==> src/rtl/pll_lock_rst_ctrl.sv <==
// PLL reset sequencer: pulses the PLL reset, waits for a stable lock, then releases
// the system reset; re-resets the PLL on lock loss and faults after repeated timeouts.
module pll_lock_rst_ctrl #(
   parameter int PLL_RST_CYCLES = 16,
   parameter int LOCK_TIMEOUT   = 50000,
   parameter int STABLE_CYCLES  = 1024,
   parameter int LOSS_FILTER    = 4,
   parameter int MAX_RETRIES    = 7,
   parameter int CNT_W          = 16
) (
   input  logic       clk,
   input  logic       rst_n,
   input  logic       lock,
   output logic       pll_reset,
   output logic       sys_rst_n,
   output logic       ready,
   output logic       fault,
   output logic [2:0] retry_cnt,
   output logic [7:0] loss_cnt
);

   typedef enum logic [2:0] {
      RESET_PLL = 3'd0,
      WAIT_LOCK = 3'd1,
      STABLE    = 3'd2,
      RUN       = 3'd3,
      FAULT     = 3'd4
   } state_t;

   localparam logic [CNT_W-1:0] RST_LAST    = CNT_W'(PLL_RST_CYCLES - 1);
   localparam logic [CNT_W-1:0] TIMEOUT_LAST = CNT_W'(LOCK_TIMEOUT - 1);
   localparam logic [CNT_W-1:0] STABLE_LAST = CNT_W'(STABLE_CYCLES - 1);
   localparam logic [CNT_W-1:0] LOSS_LAST   = CNT_W'(LOSS_FILTER - 1);
   localparam logic [2:0]       RETRY_MAX   = 3'(MAX_RETRIES);

   state_t           state, nxt;
   logic [CNT_W-1:0] cnt, cnt_nxt;
   logic [2:0]       retry_nxt;
   logic [7:0]       loss_nxt;
   logic             sync1, lock_s;

   always_comb begin
      nxt       = state;
      cnt_nxt   = cnt + CNT_W'(1);
      retry_nxt = retry_cnt;
      loss_nxt  = loss_cnt;
      case (state)
         RESET_PLL: if (cnt == RST_LAST) nxt = WAIT_LOCK;
         WAIT_LOCK: begin
            // lock wins over a timeout landing on the same cycle
            if (lock_s) nxt = STABLE;
            else if (cnt == TIMEOUT_LAST) begin
               if (retry_cnt == RETRY_MAX) nxt = FAULT;
               else begin
                  retry_nxt = retry_cnt + 3'd1;
                  nxt       = RESET_PLL;
               end
            end
         end
         STABLE: begin
            if (!lock_s) nxt = WAIT_LOCK;
            else if (cnt == STABLE_LAST) nxt = RUN;
         end
         RUN: begin
            // counter tracks the current run of consecutive low lock samples
            if (lock_s) cnt_nxt = '0;
            else if (cnt == LOSS_LAST) begin
               nxt = RESET_PLL;
               if (loss_cnt != 8'hFF) loss_nxt = loss_cnt + 8'd1;
            end
         end
         FAULT:   cnt_nxt = cnt;
         default: nxt = RESET_PLL;
      endcase
      if (nxt != state) cnt_nxt = '0;
      if (nxt == RUN && state != RUN) retry_nxt = '0;
   end

   always_ff @(posedge clk or negedge rst_n) begin
      if (!rst_n) begin
         sync1     <= 1'b0;
         lock_s    <= 1'b0;
         state     <= RESET_PLL;
         cnt       <= '0;
         pll_reset <= 1'b1;
         sys_rst_n <= 1'b0;
         ready     <= 1'b0;
         fault     <= 1'b0;
         retry_cnt <= '0;
         loss_cnt  <= '0;
      end else begin
         sync1     <= lock;
         lock_s    <= sync1;
         state     <= nxt;
         cnt       <= cnt_nxt;
         pll_reset <= (nxt == RESET_PLL) || (nxt == FAULT);
         sys_rst_n <= (nxt == RUN);
         ready     <= (nxt == RUN);
         fault     <= (nxt == FAULT);
         retry_cnt <= retry_nxt;
         loss_cnt  <= loss_nxt;
      end
   end

endmodule

==> config.mk <==
export PLATFORM = sky130hd
export DESIGN_NAME = pll_lock_rst_ctrl
export DESIGN_NICKNAME = d
export VERILOG_FILES = /design/src/rtl/pll_lock_rst_ctrl.sv
export SDC_FILE = /design/constraint.sdc
export NUM_CORES = 1
export LEC_CHECK = 0
export CAP_MARGIN = 20
export CORE_MARGIN = 1
export CORE_UTILIZATION = 56
export CTS_CLUSTER_SIZE = 8
export DETAILED_ROUTE_END_ITERATION = 10
export PLACE_DENSITY = 0.77
export SLEW_MARGIN = 15
export SYNTH_ARGS = -nofsm -noshare
export SYNTH_HDL_FRONTEND = slang
export SYNTH_SLANG_ARGS = --single-unit
==> constraint.sdc <==
create_clock -name clk -period 3 [get_ports clk]
set_input_delay 0.6 -clock clk [delete_from_list [all_inputs] [get_ports clk]]
set_output_delay 0.6 -clock clk [all_outputs]
set_load 0.02 [all_outputs]
==> load_flow_metrics.sql, run 1 <==
INSERT INTO impl_metrics (metric_group, metric, value, unit) VALUES
('status', 'status', 'finished, final reports clean', ''),
('clock_network', 'cts_hold_buf', '0', ''),
('synth', 'netlist.area_leader.share', '46.6', '%'),
('synth', 'synth_async_sr_flop_share', '100', '%'),
('placed_design', 'hpwl', '2.77', 'mm'),
('detailed_routing', 'post_drt_wl_per_cell', '14.9', 'µm'),
('synth', 'synth_cells', '189', ''),
('timing', 'fmaxAchievable', '389', 'MHz'),
('timing', 'totalNegativeSetupSlack', '0', 'ps'),
('detailed_routing', 'vias_per_cell', '5.94', ''),
('die', 'die_h', '59.1', 'µm'),
('synth', 'netlist_top_cells_count', '34 x sky130_fd_sc_hd__dfrtp_1, 17 x sky130_fd_sc_hd__nor2_1, 16 x sky130_fd_sc_hd__nand2_1, 16 x sky130_fd_sc_hd__nor3_1, 12 x sky130_fd_sc_hd__a21oi_1', ''),
('detailed_routing', 'drt_wirelength', '3.78', 'mm'),
('synth', 'synth_seq_area_share', '48.0', '%'),
('setup_path', 'critPathCaptureType', 'flop', ''),
('synth', 'synthMostInstantiatedCell', 'sky130_fd_sc_hd__dfrtp_1', ''),
('placed_design', 'gp_routability_congestion', '0.897', ''),
('timing', 'final-max-slew-violation-count', '0', ''),
('synth', 'synth.cell_area', '1830', 'µm²'),
('cells_and_area', 'post_route_cells_drive_above_1_share', '8.57', '%'),
('synth', 'synth_compound_area_share', '8.84', '%'),
('synth', 'synth_top_family_by_area', 'simple AND/OR/NAND/NOR gates', ''),
('cells_and_area', 'final_nets', '216', ''),
('detailed_routing', 'drtPass1Iterations', '5', ''),
('placed_design', 'port-buffer-count', '17', ''),
('setup_path', 'critPathMaxFanout', '9', ''),
('power', 'power.density', '511', 'nW/µm²'),
('detailed_routing', 'ant_nets', '0', ''),
('timing', 'rsz_0062_raised_after_global_routing', 'false', ''),
('synth', 'synth-warning-count', '0', ''),
('grt', 'grt_pass1_vias', '1382', ''),
('synth', 'synth_mux_area_share', '1.71', '%'),
('timing', 'skew_final', '7.72', 'ps'),
('synth', 'synth_top_cell_by_area', 'sky130_fd_sc_hd__dfrtp_1', ''),
('timing', 'setup_viol', '0', ''),
('die', 'dieWidth', '59.1', 'µm'),
('synth', 'synthTopCellsByArea', 'sky130_fd_sc_hd__dfrtp_1 47%, sky130_fd_sc_hd__nor3_1 4.4%, sky130_fd_sc_hd__xnor2_1 4.3%', ''),
('setup_path', 'timing.critical_path.arrival', '2800', 'ps'),
('grt', 'gr-total-overflow', '0', ''),
('synth', 'synthAdderAreaFrac', '2.74', '%'),
('setup_path', 'worst_ep_required_time', '3230', 'ps'),
('die', 'io_pins', '18', ''),
('timing', 'transition_time_of_the_tightest_slew_check_pin', '561', 'ps'),
('detailed_routing', 'route.vias.total', '1510', ''),
('clock_network', 'clock_sinks', '35', ''),
('setup_path', 'worstSetupPathType', 'reg -> reg', ''),
('synth', 'syn-num-nets', '196', ''),
('job', 'cap_viol_max_count', '0', ''),
('clock_network', 'cts.clk_slew.worst_paths', '100', 'ps'),
('detailed_routing', 'first_iter_violations', '101', ''),
('grt', 'grt_first_pass_wirelength', '6.11', 'mm'),
('clock_network', 'clk_latency', '340', 'ps'),
('grt', 'groute.usage.overall', '23.9', '%'),
('clock_network', 'cts-root-to-sink-buffers', '2', ''),
('cells_and_area', 'postLayoutCoreUtil', '68.6', '%'),
('cells_and_area', 'flow.area_growth_from_synthesis', '15.7', '%'),
('clock_network', 'post_cts_buffers', '0', ''),
('timing', 'finalCriticalPeriod', '2570', 'ps'),
('die', 'placement_rows', '20', ''),
('hold_path', 'type_of_the_worst_min_delay_path', 'reg -> reg', ''),
('detailed_routing', 'remaining_drc_errors', '0', ''),
('synth', 'synth-main-ff-cell', 'sky130_fd_sc_hd__dfrtp_1', ''),
('power', 'post-layout-total-power', '1.08', 'mW'),
('cells_and_area', 'n_antenna_cell', '0', ''),
('clock_network', 'cts_resized', '0', ''),
('timing', 'maxSlewHeadroom', '62.3', '%'),
('synth', 'synthXorXnorAreaFrac', '7.68', '%'),
('die', 'starting_utilization_of_the_core_area', '59.3', '%'),
('grt', 'antenna_found_initial', '0', ''),
('clock_network', 'clk_root_buffer_cell', 'sky130_fd_sc_hd__clkbuf_4', ''),
('clock_network', 'clock_tree.htree_level_count', '2', '');
-- cells in the final DEF, fill, tap and decap left out, types with 5 or more instances in the layout --
cell type	count
sky130_fd_sc_hd__dfrtp_1	34
sky130_fd_sc_hd__nor2_1	17
sky130_fd_sc_hd__clkdlybuf4s50_1	17
sky130_fd_sc_hd__nor3_1	16
sky130_fd_sc_hd__nand2_1	16
sky130_fd_sc_hd__a21oi_1	12
sky130_fd_sc_hd__xnor2_1	9
sky130_fd_sc_hd__nand3_1	8
sky130_fd_sc_hd__xor2_1	7
sky130_fd_sc_hd__o21ai_0	7
sky130_fd_sc_hd__nand4_1	6
sky130_fd_sc_hd__clkbuf_4	5
-- stage by stage --
stage	setup WS, ps	hold slack, ps	cell area, µm²	std cells
final	430	373	2110	254
after global routing	181	377	2110	254
after CTS	446	371	2110	254
after detailed placement	469	354	2040	246
after global placement	523	334	2040	246
after floorplan	731	304	1830	189
-- worst paths after layout --
| kind | start | end | slack [ps] | depth (start not counted) |
|---|---|---|---|---|
| max | cnt[14] | cnt[3] | 430 | 7 |
| min | sync1 | lock_s | 370 | 0 |
| max reg2reg | cnt[14] | cnt[3] | 430 | 7 |
| min reg2reg | sync1 | lock_s | 370 | 0 |
| max in group asynchronous | rst_n | pll_reset | 2000 | 2 |
| min in group asynchronous | rst_n | loss_cnt[3] | 650 | 2 |
-- layer usage --
layer,wire length (µm),GRT usage [%]
met1,1590,28.6
met2,1890,39.3
met3,202,6.33
met4,95,12.9
met5,0,0
-- cell families after synthesis --
group	after synthesis
and+or+nand+nor	91
DFF	35
AOI/OAI and AO/OA	28
xor gates and xnor gates	16
buffers and inverters	12
adders and majority gates	4
muxes	3
-- power breakdown --
group	switching, mW	internal (mW)
Combinational	0.123	0.0951
Sequential	0.0551	0.519
Clock	0.148	0.138
-- cell type report --
cell class	instances	area, µm²
clock buffer	8	68.8
sequential	35	877
inverter	4	15.0
multi-input combinational	142	896
fill	251	966
timing repair buffer	21	200
tap	44	55.1
-- sequential cells by signal, indices dropped and copies added (netlist names) --
register / count
fault: 1
retry_cnt: 3
loss_cnt: 8
cnt: 16
state: 3
lock_s: 1
ready: 1
sync1: 1
pll_reset: 1
-- worst max-delay path: stages (launching register included) --
cell	delay, ps
sky130_fd_sc_hd__dfrtp_1	440
sky130_fd_sc_hd__nor4_2	330
sky130_fd_sc_hd__nand4b_1	150
sky130_fd_sc_hd__or4_4	530
sky130_fd_sc_hd__a22oi_1	280
sky130_fd_sc_hd__a21boi_2	410
sky130_fd_sc_hd__buf_4	240
sky130_fd_sc_hd__nor3_1	70
No activity file was read; power rests on OpenSTA's default activity.
==> inputs of run 2 (changes only) <==
--- a/config.mk
+++ b/config.mk
@@ -8,7 +8,8 @@
 export CAP_MARGIN = 20
 export CORE_MARGIN = 1
 export CORE_UTILIZATION = 56
-export CTS_CLUSTER_SIZE = 8
+export CTS_CLUSTER_DIAMETER = 150
+export CTS_CLUSTER_SIZE = 24
 export DETAILED_ROUTE_END_ITERATION = 10
 export PLACE_DENSITY = 0.77
 export SLEW_MARGIN = 15
==> results of run 2 <==
Final layout, timing and power as in run 1 (identical DEF).
==> inputs of run 3 (changes only) <==
--- a/config.mk
+++ b/config.mk
@@ -12,7 +12,6 @@
 export CTS_CLUSTER_SIZE = 24
 export DETAILED_ROUTE_END_ITERATION = 10
 export PLACE_DENSITY = 0.77
-export SLEW_MARGIN = 15
 export SYNTH_ARGS = -nofsm -noshare
 export SYNTH_HDL_FRONTEND = slang
 export SYNTH_SLANG_ARGS = --single-unit
==> results of run 3 <==
Final layout, timing and power as in run 1 (identical DEF).
